==> config.mk <==
export PLATFORM = sky130hd
export DESIGN_NAME = riscv_uart_programmer
export DESIGN_NICKNAME = d
export VERILOG_FILES = /design/src/rtl/riscv_uart_programmer.sv
export SDC_FILE = /design/constraint.sdc
export NUM_CORES = 1
export LEC_CHECK = 0
export ABC_AREA = 1
export CAP_MARGIN = 10
export CORE_MARGIN = 1
export CORE_UTILIZATION = 50
export CTS_BUF_LIST = sky130_fd_sc_hd__clkbuf_4 sky130_fd_sc_hd__clkbuf_8 sky130_fd_sc_hd__clkbuf_16
export CTS_CLUSTER_SIZE = 30
export DETAILED_ROUTE_END_ITERATION = 16
export DONT_BUFFER_PORTS = 1
export GPL_TIMING_DRIVEN = 1
export PLACE_DENSITY_LB_ADDON = 0.3
export SLEW_MARGIN = 20
export SYNTH_ARGS = -nofsm -noshare
export SYNTH_HDL_FRONTEND = slang
export SYNTH_SLANG_ARGS = --single-unit
==> constraint.sdc <==
create_clock -name clk -period 3.64 [get_ports clk]
set_input_delay 0.364 -clock clk [delete_from_list [all_inputs] [get_ports clk]]
set_output_delay 0.364 -clock clk [all_outputs]
set_load 0.01 [all_outputs]
==> src/rtl/riscv_uart_programmer.sv <==
`timescale 1ns/1ps
`default_nettype none
// ============================================================================
// Module      : riscv_uart_programmer
// Description : UART-side initiator of the UART-programmer write interface.
//               Receives a 16-bit little-endian word count followed by that
//               many 32-bit little-endian words over 8N1 serial, and issues
//               one single-cycle write per word at an incrementing address.
// Revision    : 1.0 - initial release
// ============================================================================
module riscv_uart_programmer #(
   parameter int CLKS_PER_BIT = 1042,  // clk cycles per UART bit, >= 4
   parameter int MAX_WORDS    = 16384  // largest legal word count
) (
   input  logic        clk,
   input  logic        rst,
   input  logic        uart_rx,
   output logic        upg_rst_o,
   output logic        upg_wen_o,
   output logic [13:0] upg_adr_o,
   output logic [31:0] upg_dat_o,
   output logic        upg_done_o,
   output logic        upg_err_o
);

   // Bit timer width; it only has to count to CLKS_PER_BIT-1.
   localparam int TW = (CLKS_PER_BIT > 1) ? $clog2(CLKS_PER_BIT) : 1;
   localparam logic [TW-1:0] c_BIT_LAST  = TW'(CLKS_PER_BIT - 1);
   localparam logic [TW-1:0] c_HALF_LAST = TW'(CLKS_PER_BIT / 2 - 1);
   localparam logic [16:0]   c_MAX_WORDS = 17'(MAX_WORDS);

   typedef enum logic [1:0] {
      RX_IDLE  = 2'd0,
      RX_START = 2'd1,
      RX_DATA  = 2'd2,
      RX_STOP  = 2'd3
   } rx_state_t;

   typedef enum logic [1:0] {
      S_CNT_LO = 2'd0,
      S_CNT_HI = 2'd1,
      S_DATA   = 2'd2,
      S_DONE   = 2'd3
   } ses_state_t;

   // Receiver state
   logic            r_rx_meta;
   logic            r_rx_sync;
   rx_state_t       r_rx_state;
   logic [TW-1:0]   r_tmr;
   logic [2:0]      r_bit_idx;
   logic [7:0]      r_shift;

   // Session state
   ses_state_t      r_state;
   logic [15:0]     r_count;
   logic [15:0]     r_wcnt;
   logic [1:0]      r_bidx;
   logic [23:0]     r_word;
   logic            r_upg_rst;
   logic            r_wen;
   logic [13:0]     r_adr;
   logic [31:0]     r_dat;
   logic            r_done;
   logic            r_err;

   // Receiver events, valid in the cycle the stop bit is sampled
   logic            w_stop_tick;
   logic            w_byte_valid;
   logic            w_frm_err;
   logic [15:0]     w_count_full;

   assign w_stop_tick  = (r_rx_state == RX_STOP) && (r_tmr == c_BIT_LAST);
   assign w_byte_valid = w_stop_tick && r_rx_sync;
   assign w_frm_err    = w_stop_tick && !r_rx_sync;
   assign w_count_full = {r_shift, r_count[7:0]};

   assign upg_rst_o  = r_upg_rst;
   assign upg_wen_o  = r_wen;
   assign upg_adr_o  = r_adr;
   assign upg_dat_o  = r_dat;
   assign upg_done_o = r_done;
   assign upg_err_o  = r_err;

   // Two-flop synchroniser for the asynchronous serial line (idles high)
   always_ff @(posedge clk or posedge rst) begin
      if (rst) begin
         r_rx_meta <= 1'b1;
         r_rx_sync <= 1'b1;
      end else begin
         r_rx_meta <= uart_rx;
         r_rx_sync <= r_rx_meta;
      end
   end

   // 8N1 receiver: mid-start recheck, then one sample per bit period
   always_ff @(posedge clk or posedge rst) begin
      if (rst) begin
         r_rx_state <= RX_IDLE;
         r_tmr      <= '0;
         r_bit_idx  <= 3'd0;
         r_shift    <= 8'd0;
      end else begin
         case (r_rx_state)
            RX_IDLE: begin
               r_tmr <= '0;
               if (!r_rx_sync) begin
                  r_rx_state <= RX_START;
               end
            end
            RX_START: begin
               if (r_tmr == c_HALF_LAST) begin
                  // A line that is high again by mid-start was only a glitch
                  r_tmr      <= '0;
                  r_bit_idx  <= 3'd0;
                  r_rx_state <= r_rx_sync ? RX_IDLE : RX_DATA;
               end else begin
                  r_tmr <= r_tmr + 1'b1;
               end
            end
            RX_DATA: begin
               if (r_tmr == c_BIT_LAST) begin
                  r_tmr   <= '0;
                  r_shift <= {r_rx_sync, r_shift[7:1]};
                  if (r_bit_idx == 3'd7) begin
                     r_rx_state <= RX_STOP;
                  end else begin
                     r_bit_idx <= r_bit_idx + 3'd1;
                  end
               end else begin
                  r_tmr <= r_tmr + 1'b1;
               end
            end
            RX_STOP: begin
               if (r_tmr == c_BIT_LAST) begin
                  r_tmr      <= '0;
                  r_rx_state <= RX_IDLE;
               end else begin
                  r_tmr <= r_tmr + 1'b1;
               end
            end
            default: begin
               r_rx_state <= RX_IDLE;
               r_tmr      <= '0;
            end
         endcase
      end
   end

   // Session FSM: count bytes, word assembly, write strobes and done/err
   always_ff @(posedge clk or posedge rst) begin
      if (rst) begin
         r_state   <= S_CNT_LO;
         r_count   <= 16'd0;
         r_wcnt    <= 16'd0;
         r_bidx    <= 2'd0;
         r_word    <= 24'd0;
         r_upg_rst <= 1'b1;
         r_wen     <= 1'b0;
         r_adr     <= 14'd0;
         r_dat     <= 32'd0;
         r_done    <= 1'b0;
         r_err     <= 1'b0;
      end else begin
         r_wen <= 1'b0;
         r_err <= 1'b0;
         case (r_state)
            S_CNT_LO: begin
               if (w_frm_err) begin
                  r_err <= 1'b1;
               end else if (w_byte_valid) begin
                  r_count[7:0] <= r_shift;
                  r_upg_rst    <= 1'b0;
                  r_state      <= S_CNT_HI;
               end
            end
            S_CNT_HI: begin
               if (w_frm_err) begin
                  r_err     <= 1'b1;
                  r_upg_rst <= 1'b1;
                  r_state   <= S_CNT_LO;
               end else if (w_byte_valid) begin
                  r_count[15:8] <= r_shift;
                  if (w_count_full == 16'd0) begin
                     r_done    <= 1'b1;
                     r_upg_rst <= 1'b1;
                     r_state   <= S_DONE;
                  end else if ({1'b0, w_count_full} > c_MAX_WORDS) begin
                     r_err     <= 1'b1;
                     r_upg_rst <= 1'b1;
                     r_state   <= S_CNT_LO;
                  end else begin
                     r_bidx  <= 2'd0;
                     r_wcnt  <= 16'd0;
                     r_state <= S_DATA;
                  end
               end
            end
            S_DATA: begin
               if (r_wen) begin
                  // Advance the word counter the cycle after each strobe
                  r_wcnt <= r_wcnt + 16'd1;
                  if (r_wcnt + 16'd1 == r_count) begin
                     r_done    <= 1'b1;
                     r_upg_rst <= 1'b1;
                     r_state   <= S_DONE;
                  end
               end else if (w_frm_err) begin
                  // Abort: earlier writes stand, the partial word is dropped
                  r_err     <= 1'b1;
                  r_upg_rst <= 1'b1;
                  r_state   <= S_CNT_LO;
               end else if (w_byte_valid) begin
                  r_bidx <= r_bidx + 2'd1;
                  case (r_bidx)
                     2'd0: r_word[7:0]   <= r_shift;
                     2'd1: r_word[15:8]  <= r_shift;
                     2'd2: r_word[23:16] <= r_shift;
                     default: begin
                        r_dat <= {r_shift, r_word};
                        r_adr <= r_wcnt[13:0];
                        r_wen <= 1'b1;
                     end
                  endcase
               end
            end
            S_DONE: begin
               // Sticky until reset; received bytes and errors are ignored
               r_done    <= 1'b1;
               r_upg_rst <= 1'b1;
            end
            default: begin
               r_upg_rst <= 1'b1;
               r_state   <= S_CNT_LO;
            end
         endcase
      end
   end

endmodule
`default_nettype wire
==> PnR_summary.wiki, run 1 <==
{| class="wikitable"
! Metric !! Value
|-
| Result of the run || completed
|-
| Worst setup startpoint || r_state[0]
|-
| Slew @ Worst Pin || 0.601 ns
|-
| Lkg Pwr || 0.00335 uW
|-
| Critical-path maximum fanout || 48
|-
| Root buffer cell || clkbuf_16
|-
| Cell types occupying the most area after synthesis || dfrtp_1 (52%), nand2_1 (15%), o21ai_0 (7.3%)
|-
| Maximum number of pins on one net before global-route repair || 97
|-
| Count of flip-flops with a built-in enable after synthesis || 0
|-
| Setup-violating endpoint count in the final report || 0
|-
| Maximum clock frequency || 0.400 GHz
|-
| Num CTS Buffers || 17
|-
| Via count of the first global-routing pass || 4,824
|-
| Arrival @ worst endpoint || 2.79 ns
|-
| Fraction of synthesized area in multiplexers || 0
|-
| Part of the power in the clock network || 0.512
|-
| Count of buffers inserted at the top-level ports || 0
|-
| Footprint of the multi-input gates || 2590 um2
|-
| Met1 global-route usage || 0.282
|-
| Net switching share of the total power || 0.211
|-
| Async set-or-reset flop fraction in the synthesized netlist || 1.00
|-
| Most used DFF post-synth || dfrtp_1
|-
| Total via count after detailed routing || 4,979
|-
| Yosys top cell by area || dfrtp_1
|-
| Number of max-capacitance violations reported || 0
|-
| Combinational family with the most area after synthesis || simple AND/OR/NAND/NOR gates
|-
| Class of the worst hold path || register to register
|-
| Xor/xnor share of the synthesized area || 0.0186
|-
| Seq pwr share || 0.477
|-
| DRT iter0 DRCs || 343
|-
| Max VDD drop || 292 uV
|-
| H-tree levels || 4
|-
| Floorplan row count || 40
|-
| DRC violation count after routing || 0
|-
| Worst relative slew slack || 0.595
|-
| Nets in the synthesized netlist || 772
|-
| Series of cell instances along the critical path || inv_1 > ha_1 > buf_4 > inv_1 > nor2_1 > nand2_1 > inv_2 > nand2_2 > buf_4 > nand2_1 > o21ai_0
|-
| Highest-delay cell along the critical path || dfrtp_1
|-
| Kind of start point of the critical path || register
|-
| Die H || 115 um
|-
| Mean instance size in the synthesized netlist || 8.46 um2
|-
| Most utilized layer in the global route result || met2
|-
| Worst Path Class, Setup || register to register
|-
| Register area share after synthesis || 0.534
|-
| Number of diodes added for antenna fixing || 0
|-
| Final HPWL from detailed placement || 9240 um
|-
| Final sum of negative setup slack || 0 ns
|-
| Number of clock sinks || 136
|-
| Top Ports || 53
|-
| Simple-gate area share of the yosys netlist || 0.266
|-
| Delay of the slowest cell on the worst path || 0.42 ns
|-
| Number of synthesized register bits || 136
|-
| Compound-gate portion of the synthesized area || 0.0930
|-
| Proportion of layout cells with a drive suffix above 1 || 0.0829
|-
| Critical register-to-register path startpoint || r_state[0]
|-
| Clock tree from TritonCTS || built
|-
| Fin crit share || 0.687
|-
| Placer's final routability congestion estimate || 0.886
|-
| Register Area || 3410 um2
|-
| Final worst clock skew || 0.00683 ns
|-
| Synthesis-to-finish area growth || 11.6%
|-
| Total standard cell area after synthesis || 6380 um2
|-
| Post-DR wirelength/cell || 14.4 um
|-
| Residual antenna-violating net count after detailed routing || 0
|-
| Drt first pass iters || 5
|-
| Post-synthesis adder-cell area fraction || 0.0294
|-
| Number of fillers in the final layout || 1,088
|-
| Core ar. || 12,200 um2
|-
| CP endpoint kind || register
|-
| Final Routed Wirelength || 13,500 um
|-
| Antenna violations before repair || 0
|-
| Overall routing resource usage || 0.225
|-
| Yosys top cell area share || 0.522
|-
| Most used standard cell by instance count after synthesis || nand2_1
|-
| Bufs and invs on worst path || 5
|-
| Required time reported for the critical path endpoint || 3.93 ns
|-
| Grt total ovfl || 0
|-
| Hold violation total from the final report || 0
|-
| Clock latency at the later pin of the worst-skew pair || 0.42 ns
|-
| Critical path's top delay family || buffers and inverters
|-
| Critical hold path startpoint || r_rx_meta
|-
| Count of final max-slew check failures || 0
|-
| Per-cell via count in the routed design || 5.30
|-
| Leading post-synthesis cells by instance count || nand2_1 (248), dfrtp_1 (133), o21ai_0 (93)
|-
| Total of warnings raised by yosys || 0
|-
| Width of the die || 115 um
|-
| Post-synth cell types || 37
|-
| Time the final worst path needs with I/O delays and setup || 2.50 ns
|-
| Final Cell Area || 7120 um2
|-
| Area after detailed placement || 6530 um2
|-
| Number of nets in the layout || 777
|-
| PD cells || 446 nW/um2
|-
| Fraction of power consumed by combinational cells || 0.011
|-
| Post_cts resized || 0
|-
| Post-CTS clock slew at the launch and capture registers of the worst setup and hold paths || 0.06 ns
|-
| Met2 Use GR || 0.360
|-
| Setup repair after global routing missed its margin || no
|-
| Internal power contribution || 2510 uW
|-
| Wire length of the first global-routing pass || 22,700 um
|-
| Floorplan die area || 13,200 um2
|-
| Net switching power || 670 uW
|-
| Met3 track demand over resource in global routing || 0.0754
|-
| Effective utilization at floorplan || 0.522
|-
| Number of buffers on the longest clock path || 2
|-
| Gate count after technology mapping || 754
|}
==> registers in the layout, indices dropped and copies added, names as in the netlist, named ones only <==
| signal | count |
|---|---|
| r_rx_sync | 1 |
| upg_wen_o | 1 |
| upg_err_o | 1 |
| upg_dat_o | 32 |
| r_count | 16 |
| r_tmr | 11 |
| r_shift | 8 |
| upg_adr_o | 14 |
| upg_done_o | 1 |
| r_bidx | 2 |
| r_bit_idx | 3 |
| r_rx_meta | 1 |
| r_word | 24 |
| r_rx_state | 1 |
| r_wcnt | 16 |
| r_state | 2 |
| upg_rst_o | 1 |
==> power groups by stage <==
stage	Sequential [uW]	Combinational [uW]	Clock [uW]
after floorplan	1540	23.2	0
after global placement	1540	34.3	0
after detailed placement	1540	35.4	0
after CTS	1520	37.1	1660
after global routing	1510	40.6	1730
final	1520	34.4	1630
==> placed cells by master, fill, tap and decap left out, types with 3 or more instances in the layout <==
cell type | netlist | routed
dfrtp_1 | 133 | 133
o21ai_1 | 8 | 8
nor2_2 | 3 | 3
nor2_1 | 38 | 38
inv_1 | 68 | 67
nand3b_1 | 5 | 5
o21ai_0 | 93 | 93
inv_2 | 3 | 3
nand2_1 | 248 | 248
clkbuf_16 | 0 | 17
xnor2_1 | 4 | 4
ha_1 | 15 | 15
clkinvlp_4 | 0 | 4
buf_4 | 2 | 4
nand3_1 | 40 | 40
nor3_1 | 6 | 6
dfstp_2 | 3 | 3
nand4_1 | 27 | 27
xor2_1 | 7 | 7
nand2_2 | 4 | 4
nor2_4 | 7 | 7
clkinv_2 | 0 | 4
==> what timing repair did <==
action	in CTS	in global routing
hold endpoints to repair	36	0
setup buffers	0	0
hold buffers	2	0
==> area by class of cell <==
| type | count | area share |
|---|---|---|
| well taps | 168 | 0.0295 |
| flip-flops and latches | 136 | 0.479 |
| repair buffers | 7 | 0.00984 |
| inverters | 71 | 0.0380 |
| clock buffers | 21 | 0.0657 |
| clock inverters | 11 | 0.0139 |
| multi-input cells | 526 | 0.364 |
==> logic make-up (layout without fill, tap and decap cells) <==
group,count (synthesis),in the layout
buffers and inverters,92,110
flip-flops,136,136
AND/OR/NAND/NOR,386,386
XOR/XNOR,12,12
adder cells (fa/ha/maj),15,15
AO/OA/AOI/OAI,113,113
==> metal layers <==
layer | part of all wire | vias up
li1 | - | 2452
met4 | 0.018 | 0
met2 | 0.48 | 105
met5 | 0 | -
met1 | 0.45 | 2405
met3 | 0.054 | 17
==> path summary, 6_finish.rpt <==
| path | endpoint | slack [ns] | cells after the start |
|---|---|---|---|
| hold / removal | r_rx_sync | 0.36 | 0 |
| min in group asynchronous | r_count[13] | 0.56 | 3 |
| setup reg to reg | upg_adr_o[4] | 1.14 | 11 |
| hold reg to reg | r_rx_sync | 0.36 | 0 |
| setup / recovery | upg_adr_o[4] | 1.14 | 11 |
| max in group asynchronous | r_tmr[6] | 2.67 | 3 |
==> through the flow <==
stage	hold WS [ns]	total power, uW	util	std cells	setup WS (ns)
after floorplan	0.345	1570	-	754	1.59
after global placement	0.349	1580	0.535	906	1.32
after detailed placement	0.348	1580	0.535	906	1.19
after CTS	0.357	3210	0.583	940	1.17
after global routing	0.362	3290	0.583	940	0.846
final	0.357	3180	0.583	940	1.14
Note: power is estimated with default switching activity, not from simulation.
==> run 2, diff against run 1 <==
--- a/config.mk
+++ b/config.mk
@@ -5,7 +5,7 @@
 export SDC_FILE = /design/constraint.sdc
 export NUM_CORES = 1
 export LEC_CHECK = 0
-export ABC_AREA = 1
+export ABC_AREA = 0
 export CAP_MARGIN = 10
 export CORE_MARGIN = 1
 export CORE_UTILIZATION = 50
==> constraint.sdc (replaced) <==
create_clock -name clk -period 2.05 [get_ports clk]
set_input_delay 0.205 -clock clk [delete_from_list [all_inputs] [get_ports clk]]
set_output_delay 0.205 -clock clk [all_outputs]
set_load 0.01 [all_outputs]
==> PnR_summary.wiki, run 2 <==
{| class="wikitable"
! Metric !! Value
|-
| Final HPWL from detailed placement || 10,600 um (+15%)
|-
| Async set-or-reset flop fraction in the synthesized netlist || 1.00 (unchanged)
|-
| PD cells || 640 nW/um2 (+43%)
|-
| Placer's final routability congestion estimate || 0.917 (+3.6%)
|-
| Synthesis-to-finish area growth || 39.5%
|-
| Final worst clock skew || 0.0155 ns (+0.00871 ns)
|-
| Proportion of layout cells with a drive suffix above 1 || 0.517 (+0.434)
|-
| Floorplan row count || 41 (+2.5%)
|-
| Post-DR wirelength/cell || 21.7 um (+51%)
|-
| Result of the run || finished with violations
|-
| Placed Cells incl. Taps || 775 (-14%)
|-
| Lkg Pwr || 0.00441 uW (+31%)
|-
| Count of buffers inserted at the top-level ports || 0 (unchanged)
|-
| Per-cell via count in the routed design || 5.81 (+9.7%)
|-
| Total of warnings raised by yosys || 0 (unchanged)
|-
| Arrival @ worst endpoint || 2.84 ns (+0.05 ns)
|-
| Most used standard cell by instance count after synthesis || dfrtp_1
|-
| Setup-violating endpoint count in the final report || 104 (+104)
|-
| Leading post-synthesis cells by instance count || dfrtp_1 (133), mux2_2 (62), mux2_1 (33)
|-
| Post-CTS clock slew at the launch and capture registers of the worst setup and hold paths || 0.06 ns (about the same)
|-
| Most common cell after layout, fill and taps aside || dfrtp_1
|-
| Drt first pass iters || 4 (-1)
|-
| Root buffer cell || clkbuf_16
|-
| Count of final max-slew check failures || 0 (unchanged)
|-
| Number of max-capacitance violations reported || 0 (unchanged)
|-
| Antenna violations before repair || 0 (unchanged)
|-
| Number of clock sinks || 136 (unchanged)
|-
| Final Routed Wirelength || 18,100 um (+34%)
|-
| Clock latency at the later pin of the worst-skew pair || 0.43 ns (about the same)
|-
| Hold violation total from the final report || 0 (unchanged)
|-
| Yosys top cell area share || 0.512 (-0.00945)
|-
| Number of fillers in the final layout || 840 (-23%)
|-
| Number of diodes added for antenna fixing || 0 (unchanged)
|-
| Yosys top cell by area || dfrtp_1
|-
| Footprint of the multi-input gates || 3620 um2 (+39%)
|-
| Class of the worst hold path || input pin to asynchronous set/reset pin
|-
| Number of nets in the layout || 670 (-14%)
|-
| DRC violation count after routing || 0 (unchanged)
|-
| Gate count after technology mapping || 533 (-29%)
|-
| Residual antenna-violating net count after detailed routing || 0 (unchanged)
|-
| Worst Path Class, Setup || register to register
|-
| Non-filler cells in the finished layout || 837 (-11%)
|-
| Fin crit share || 1.23 (+0.548)
|-
| Nets in the synthesized netlist || 551 (-29%)
|-
| Die H || 116 um (+0.90%)
|-
| Setup repair after global routing missed its margin || yes
|-
| Commonest non-fill, non-tap cells in the layout || dfrtp_1 (124), buf_4 (95), mux2_2 (59)
|-
| Register area share after synthesis || 0.524 (-0.00967)
|-
| Violated checks || setup timing
|-
| Effective utilization at floorplan || 0.515 (-0.00756)
|-
| Via count of the first global-routing pass || 5,031 (+4.3%)
|-
| Time the final worst path needs with I/O delays and setup || 2.53 ns (+0.0310 ns)
|-
| H-tree levels || 4 (unchanged)
|-
| Cell types occupying the most area after synthesis || dfrtp_1 (51%), mux2_2 (11%), mux2_1 (5.7%)
|-
| Post-synth cell types || 60 (+62%)
|-
| CP endpoint kind || register
|-
| Required time reported for the critical path endpoint || 2.35 ns (-1.58 ns)
|-
| Total standard cell area after synthesis || 6500 um2 (+1.8%)
|-
| Width of the die || 116 um (+0.90%)
|-
| Kind of start point of the critical path || register
|-
| Floorplan die area || 13,500 um2 (+1.8%)
|-
| Num CTS Buffers || 17 (unchanged)
|-
| Max VDD drop || 721 uV (+150%)
|-
| Critical-path maximum fanout || 4 (-92%)
|-
| Grt total ovfl || 0 (unchanged)
|-
| Minimum setup slack in the final design || -0.481 ns (-1.62 ns)
|-
| Slew @ Worst Pin || 0.589 ns (-0.0127 ns)
|-
| Top Ports || 53 (unchanged)
|-
| Final Cell Area || 9060 um2 (+27%)
|-
| Clock tree from TritonCTS || built
|-
| Worst slack at placement || -0.427 ns (-1.62 ns)
|-
| Overall routing resource usage || 0.259 (+0.0341)
|-
| Most used DFF post-synth || dfrtp_1
|-
| Register Area || 3420 um2 (+0.33%)
|-
| Core ar. || 12,600 um2 (+3.3%)
|-
| Worst relative slew slack || 0.608 (+0.0127)
|-
| Mean instance size in the synthesized netlist || 12.2 um2 (+44%)
|-
| Number of flip-flops under the largest register name || 32 (unchanged)
|-
| Number of synthesized register bits || 136 (unchanged)
|-
| Count of flip-flops with a built-in enable after synthesis || 0 (unchanged)
|-
| Wire length of the first global-routing pass || 26,000 um (+15%)
|-
| DRT iter0 DRCs || 225 (-34%)
|-
| Number of buffers on the longest clock path || 2 (unchanged)
|-
| Final sum of negative setup slack || -23.81 ns (-23.81 ns)
|-
| Maximum number of pins on one net before global-route repair || 37 (-62%)
|-
| Total via count after detailed routing || 4,864 (-2.3%)
|-
| Maximum clock frequency || 0.395 GHz (-1.2%)
|-
| Area after detailed placement || 7530 um2 (+15%)
|}
-- run 2: cell count changes after synthesis, sizes merged, moves of 18 or more --
cell / previous run / this run
inv: 71 / 16
nand4: 27 / 9
mux2: 0 / 96
nand2: 253 / 25
nand3: 42 / 19
o21ai: 101 / 31
nor2: 48 / 20
-- run 2: final cells by class --
cell class | count | share of cell area
clock buffer | 19 | 0.0486
timing repair buffer | 125 | 0.127
clock inverter | 13 | 0.0164
multi-input combinational | 356 | 0.399
sequential | 136 | 0.377
inverter | 16 | 0.00787
tap | 172 | 0.0237
-- run 2: worst paths after layout --
path / startpoint / endpoint / slack (ns) / depth (start not counted)
setup / recovery: r_wcnt[0] / r_state[1] / -0.48 / 8
hold / removal: rst / r_state[0] / 0.25 / 2
setup reg to reg: r_wcnt[0] / r_state[1] / -0.48 / 8
hold reg to reg: r_rx_meta / r_rx_sync / 0.35 / 0
max in group asynchronous: rst / r_rx_meta / 1.12 / 3
min in group clk: uart_rx / r_rx_meta / 0.32 / 1
-- run 2: kinds of logic (layout without fill, tap and decap cells) --
family / Yosys count / in the layout / synth area share
AO/OA/AOI/OAI: 87 / 87 / 0.0896
XOR/XNOR: 26 / 26 / 0.0351
adder cells (fa/ha/maj): 15 / 15 / 0.0289
buffers and inverters: 42 / 173 / 0.0293
flip-flops: 136 / 136 / 0.524
multiplexers: 98 / 98 / 0.170
AND/OR/NAND/NOR: 129 / 130 / 0.123
-- run 2: power by group --
part	switching, uW	internal, uW	leakage [uW]
sequential	2.08	2690	0.00186
clock	1210	1830	0.000281
combinational	56.5	12.8	0.00227
-- run 2: per-stage QoR --
| step | hold WS [ns] | util | total power, uW |
|---|---|---|---|
| after floorplan | 0.209 | - | 2780 |
| after global placement | 0.0808 | 0.597 | 2810 |
| after detailed placement | 0.0769 | 0.597 | 2810 |
| after CTS | 0.238 | 0.670 | 5840 |
| after global routing | 0.267 | 0.718 | 5980 |
| final | 0.245 | 0.718 | 5800 |
-- run 2: routing by layer --
layer  vias to the layer above  track usage  routed length [um]
met5                         -            0                   0
met4                         0        0.112                 697
met3                        54       0.0649                 989
met2                       154        0.431                9230
met1                      2492        0.320                7230
li1                       2164            -                   -
-- run 2: critical path: stages (launching register included) --
cell and delay (ns):
dfrtp_2 0.46, ha_4 0.21, nand2b_4 0.14, o211a_1 0.11, o32a_1 0.29, or4_4 0.43, nor4_4 0.36, o21ai_2 0.10
mux2_4 0.30
-- run 2: repair_timing --
action | 4_1_cts | 5_1_grt
gates cloned | 0 | 9
resized for setup | 72 | 74
setup endpoints to repair | 119 | 129
hold buffers | 2 | 0
hold endpoints to repair | 54 | 0
pin swaps | 17 | 27
setup buffers | 8 | 14
==> run 3, diff against run 2 <==
--- a/config.mk
+++ b/config.mk
@@ -5,7 +5,7 @@
 export SDC_FILE = /design/constraint.sdc
 export NUM_CORES = 1
 export LEC_CHECK = 0
-export ABC_AREA = 0
+export ABC_AREA = 1
 export CAP_MARGIN = 10
 export CORE_MARGIN = 1
 export CORE_UTILIZATION = 50
==> PnR_summary.wiki, run 3 (synthesis results as in run 1) <==
{| class="wikitable"
! Metric !! Value
|-
| Clock tree from TritonCTS || built
|-
| Setup-violating endpoint count in the final report || 4 (-96%)
|-
| Lkg Pwr || 0.00365 uW (-17%)
|-
| Arrival @ worst endpoint || 2.39 ns (-0.45 ns)
|-
| Fin crit share || 1.01 (-0.222)
|-
| Grt total ovfl || 0 (unchanged)
|-
| Number of fillers in the final layout || 1,033 (+23%)
|-
| Worst relative slew slack || 0.663 (+0.0552)
|-
| Clock latency at the later pin of the worst-skew pair || 0.42 ns (about the same)
|-
| Floorplan row count || 40 (-2.4%)
|-
| CP endpoint kind || register
|-
| Max VDD drop || 487 uV (-33%)
|-
| Core ar. || 12,200 um2 (-3.2%)
|-
| Kind of start point of the critical path || register
|-
| Drt first pass iters || 5 (+1)
|-
| Setup repair after global routing missed its margin || yes
|-
| Number of max-capacitance violations reported || 0 (unchanged)
|-
| DRT iter0 DRCs || 421 (+87%)
|-
| Most common cell after layout, fill and taps aside || nand2_1
|-
| Number of buffers on the longest clock path || 2 (unchanged)
|-
| Count of final max-slew check failures || 0 (unchanged)
|-
| DRC violation count after routing || 0 (unchanged)
|-
| Class of the worst hold path || input pin to register
|-
| Final sum of negative setup slack || -0.0647 ns (+23.74 ns)
|-
| Proportion of layout cells with a drive suffix above 1 || 0.162 (-0.355)
|-
| Seq pwr share || 0.435 (-0.029)
|-
| Number of nets in the layout || 807 (+20%)
|-
| Via count of the first global-routing pass || 4,966 (-1.3%)
|-
| Wire length of the first global-routing pass || 23,700 um (-8.9%)
|-
| Final worst clock skew || 0.00973 ns (-0.00582 ns)
|-
| Overall routing resource usage || 0.232 (-0.0264)
|-
| Floorplan die area || 13,200 um2 (-1.8%)
|-
| Violated checks || setup timing
|-
| Post-CTS clock slew at the launch and capture registers of the worst setup and hold paths || 0.05 ns (about the same)
|-
| Worst Path Class, Setup || register to register
|-
| Required time reported for the critical path endpoint || 2.36 ns (about the same)
|-
| Footprint of the multi-input gates || 2780 um2 (-23%)
|-
| Per-cell via count in the routed design || 5.42 (-6.8%)
|-
| Number of flip-flops under the largest register name || 32 (unchanged)
|-
| Total via count after detailed routing || 5,255 (+8.0%)
|-
| Net switching share of the total power || 0.193 (-0.0263)
|-
| Die H || 115 um (-0.90%)
|-
| Residual antenna-violating net count after detailed routing || 0 (unchanged)
|-
| Register Area || 3410 um2 (-0.22%)
|-
| Result of the run || finished with violations
|-
| Num CTS Buffers || 17 (unchanged)
|-
| Root buffer cell || clkbuf_16
|-
| Post-DR wirelength/cell || 15.6 um (-28%)
|-
| Maximum number of pins on one net before global-route repair || 95 (+160%)
|-
| Internal power contribution || 4990 uW (+10%)
|-
| H-tree levels || 4 (unchanged)
|-
| Number of diodes added for antenna fixing || 0 (unchanged)
|-
| Time the final worst path needs with I/O delays and setup || 2.08 ns (-0.455 ns)
|-
| Top Ports || 53 (unchanged)
|-
| Slew @ Worst Pin || 0.506 ns (-0.0828 ns)
|-
| Final Routed Wirelength || 15,100 um (-17%)
|-
| PD cells || 799 nW/um2 (+25%)
|-
| Synthesis-to-finish area growth || 21.3%
|-
| Width of the die || 115 um (-0.90%)
|-
| Commonest non-fill, non-tap cells in the layout || nand2_1 (236), dfrtp_1 (130), o21ai_0 (81)
|-
| Fraction of power consumed by combinational cells || 0.011 (about the same)
|-
| Placer's final routability congestion estimate || 0.897 (-2.2%)
|-
| Net switching power || 1190 uW (-6.2%)
|-
| Part of the power in the clock network || 0.554 (+0.030)
|-
| Count of buffers inserted at the top-level ports || 0 (unchanged)
|-
| Final core utilization || 0.634 (-0.0846)
|-
| Critical-path maximum fanout || 5 (+1)
|-
| Maximum clock frequency || 0.482 GHz (+22%)
|-
| Hold violation total from the final report || 0 (unchanged)
|-
| Antenna violations before repair || 0 (unchanged)
|-
| Final HPWL from detailed placement || 9600 um (-9.7%)
|-
| Effective utilization at floorplan || 0.522 (+0.00756)
|-
| Number of clock sinks || 136 (unchanged)
|-
| Minimum setup slack in the final design || -0.0263 ns (+0.455 ns)
|}
-- run 3: cell types whose count changed in the layout (fill, tap and decap cells not counted), sizes merged, moves of 11 or more --
cell   before  now
nand4       9   27
o31ai      12    0
buf       118   32
o21ai      31  101
nand3      19   42
mux2       96    0
nor2       20   49
nand2      26  253
xnor2      15    4
inv        17   71
-- run 3: per-layer routing --
metal / share of wire / track usage / up-vias
met3: 0.052 / 0.0669 / 33
li1: - / - / 2526
met5: 0 / 0 / -
met1: 0.43 / 0.298 / 2551
met2: 0.49 / 0.378 / 145
met4: 0.022 / 0.0805 / 0
-- run 3: final timing paths --
path	startpoint	to	slack [ns]	cells past startpoint
setup / recovery	r_wcnt[0]	r_state[0]	-0.03	15
hold / removal	uart_rx	r_rx_meta	0.32	1
setup reg to reg	r_wcnt[0]	r_state[0]	-0.03	15
hold reg to reg	r_rx_meta	r_rx_sync	0.36	0
max in group asynchronous	rst	r_bit_idx[1]	1.22	3
min in group asynchronous	rst	upg_done_o	0.34	3
-- run 3: cell type report --
cell class,count,share of cell area
clock buffers,22,0.0622
flip-flops and latches,136,0.441
multi-input cells,527,0.360
well taps,168,0.0272
repair buffers,36,0.0503
clock inverters,10,0.0246
inverters,71,0.0352
-- run 3: critical path, cell delays in order (launching register included) --
cell	delay, ns
dfrtp_1	0.43
inv_1	0.16
nor2_4	0.20
nand2_4	0.11
nor2_4	0.17
nand2_2	0.09
nand2_2	0.09
nand3_2	0.06
nand2_2	0.08
nand2_2	0.06
nor2_2	0.11
nand2_2	0.09
nand2_4	0.12
nand3_4	0.08
nand2_1	0.07
nand2_1	0.04
-- run 3: power groups by stage --
| stage | registers (uW) | logic, uW | clock network [uW] |
|---|---|---|---|
| floorplan | 2740 | 41.2 | 0 |
| global placement | 2740 | 64.6 | 0 |
| detailed placement | 2740 | 66.3 | 0 |
| CTS | 2690 | 69.8 | 3460 |
| global route | 2690 | 77.0 | 3580 |
| finish | 2690 | 65.7 | 3430 |
-- run 3: stage by stage --
step                hold slack, ns  total power, uW  std cells  cell area (um2)  worst slack, ns
finish                       0.321             6180        970             7740          -0.0263
global route                 0.319             6350        970             7740           -0.184
CTS                          0.308             6220        960             7450         0.000503
detailed placement           0.187             2800        922             6720          -0.0429
global placement             0.183             2800        922             6720           0.0639
floorplan                    0.209             2780        754             6380            0.138
-- run 3: repair_timing --
item | 4_1_cts | 5_1_grt
gates cloned | 1 | 2
hold buffers | 2 | 0
hold endpoints to repair | 135 | 0
pin swaps | 2 | 17
setup buffers | 3 | 8
setup endpoints to repair | 3 | 95
gates resized for setup | 3 | 59
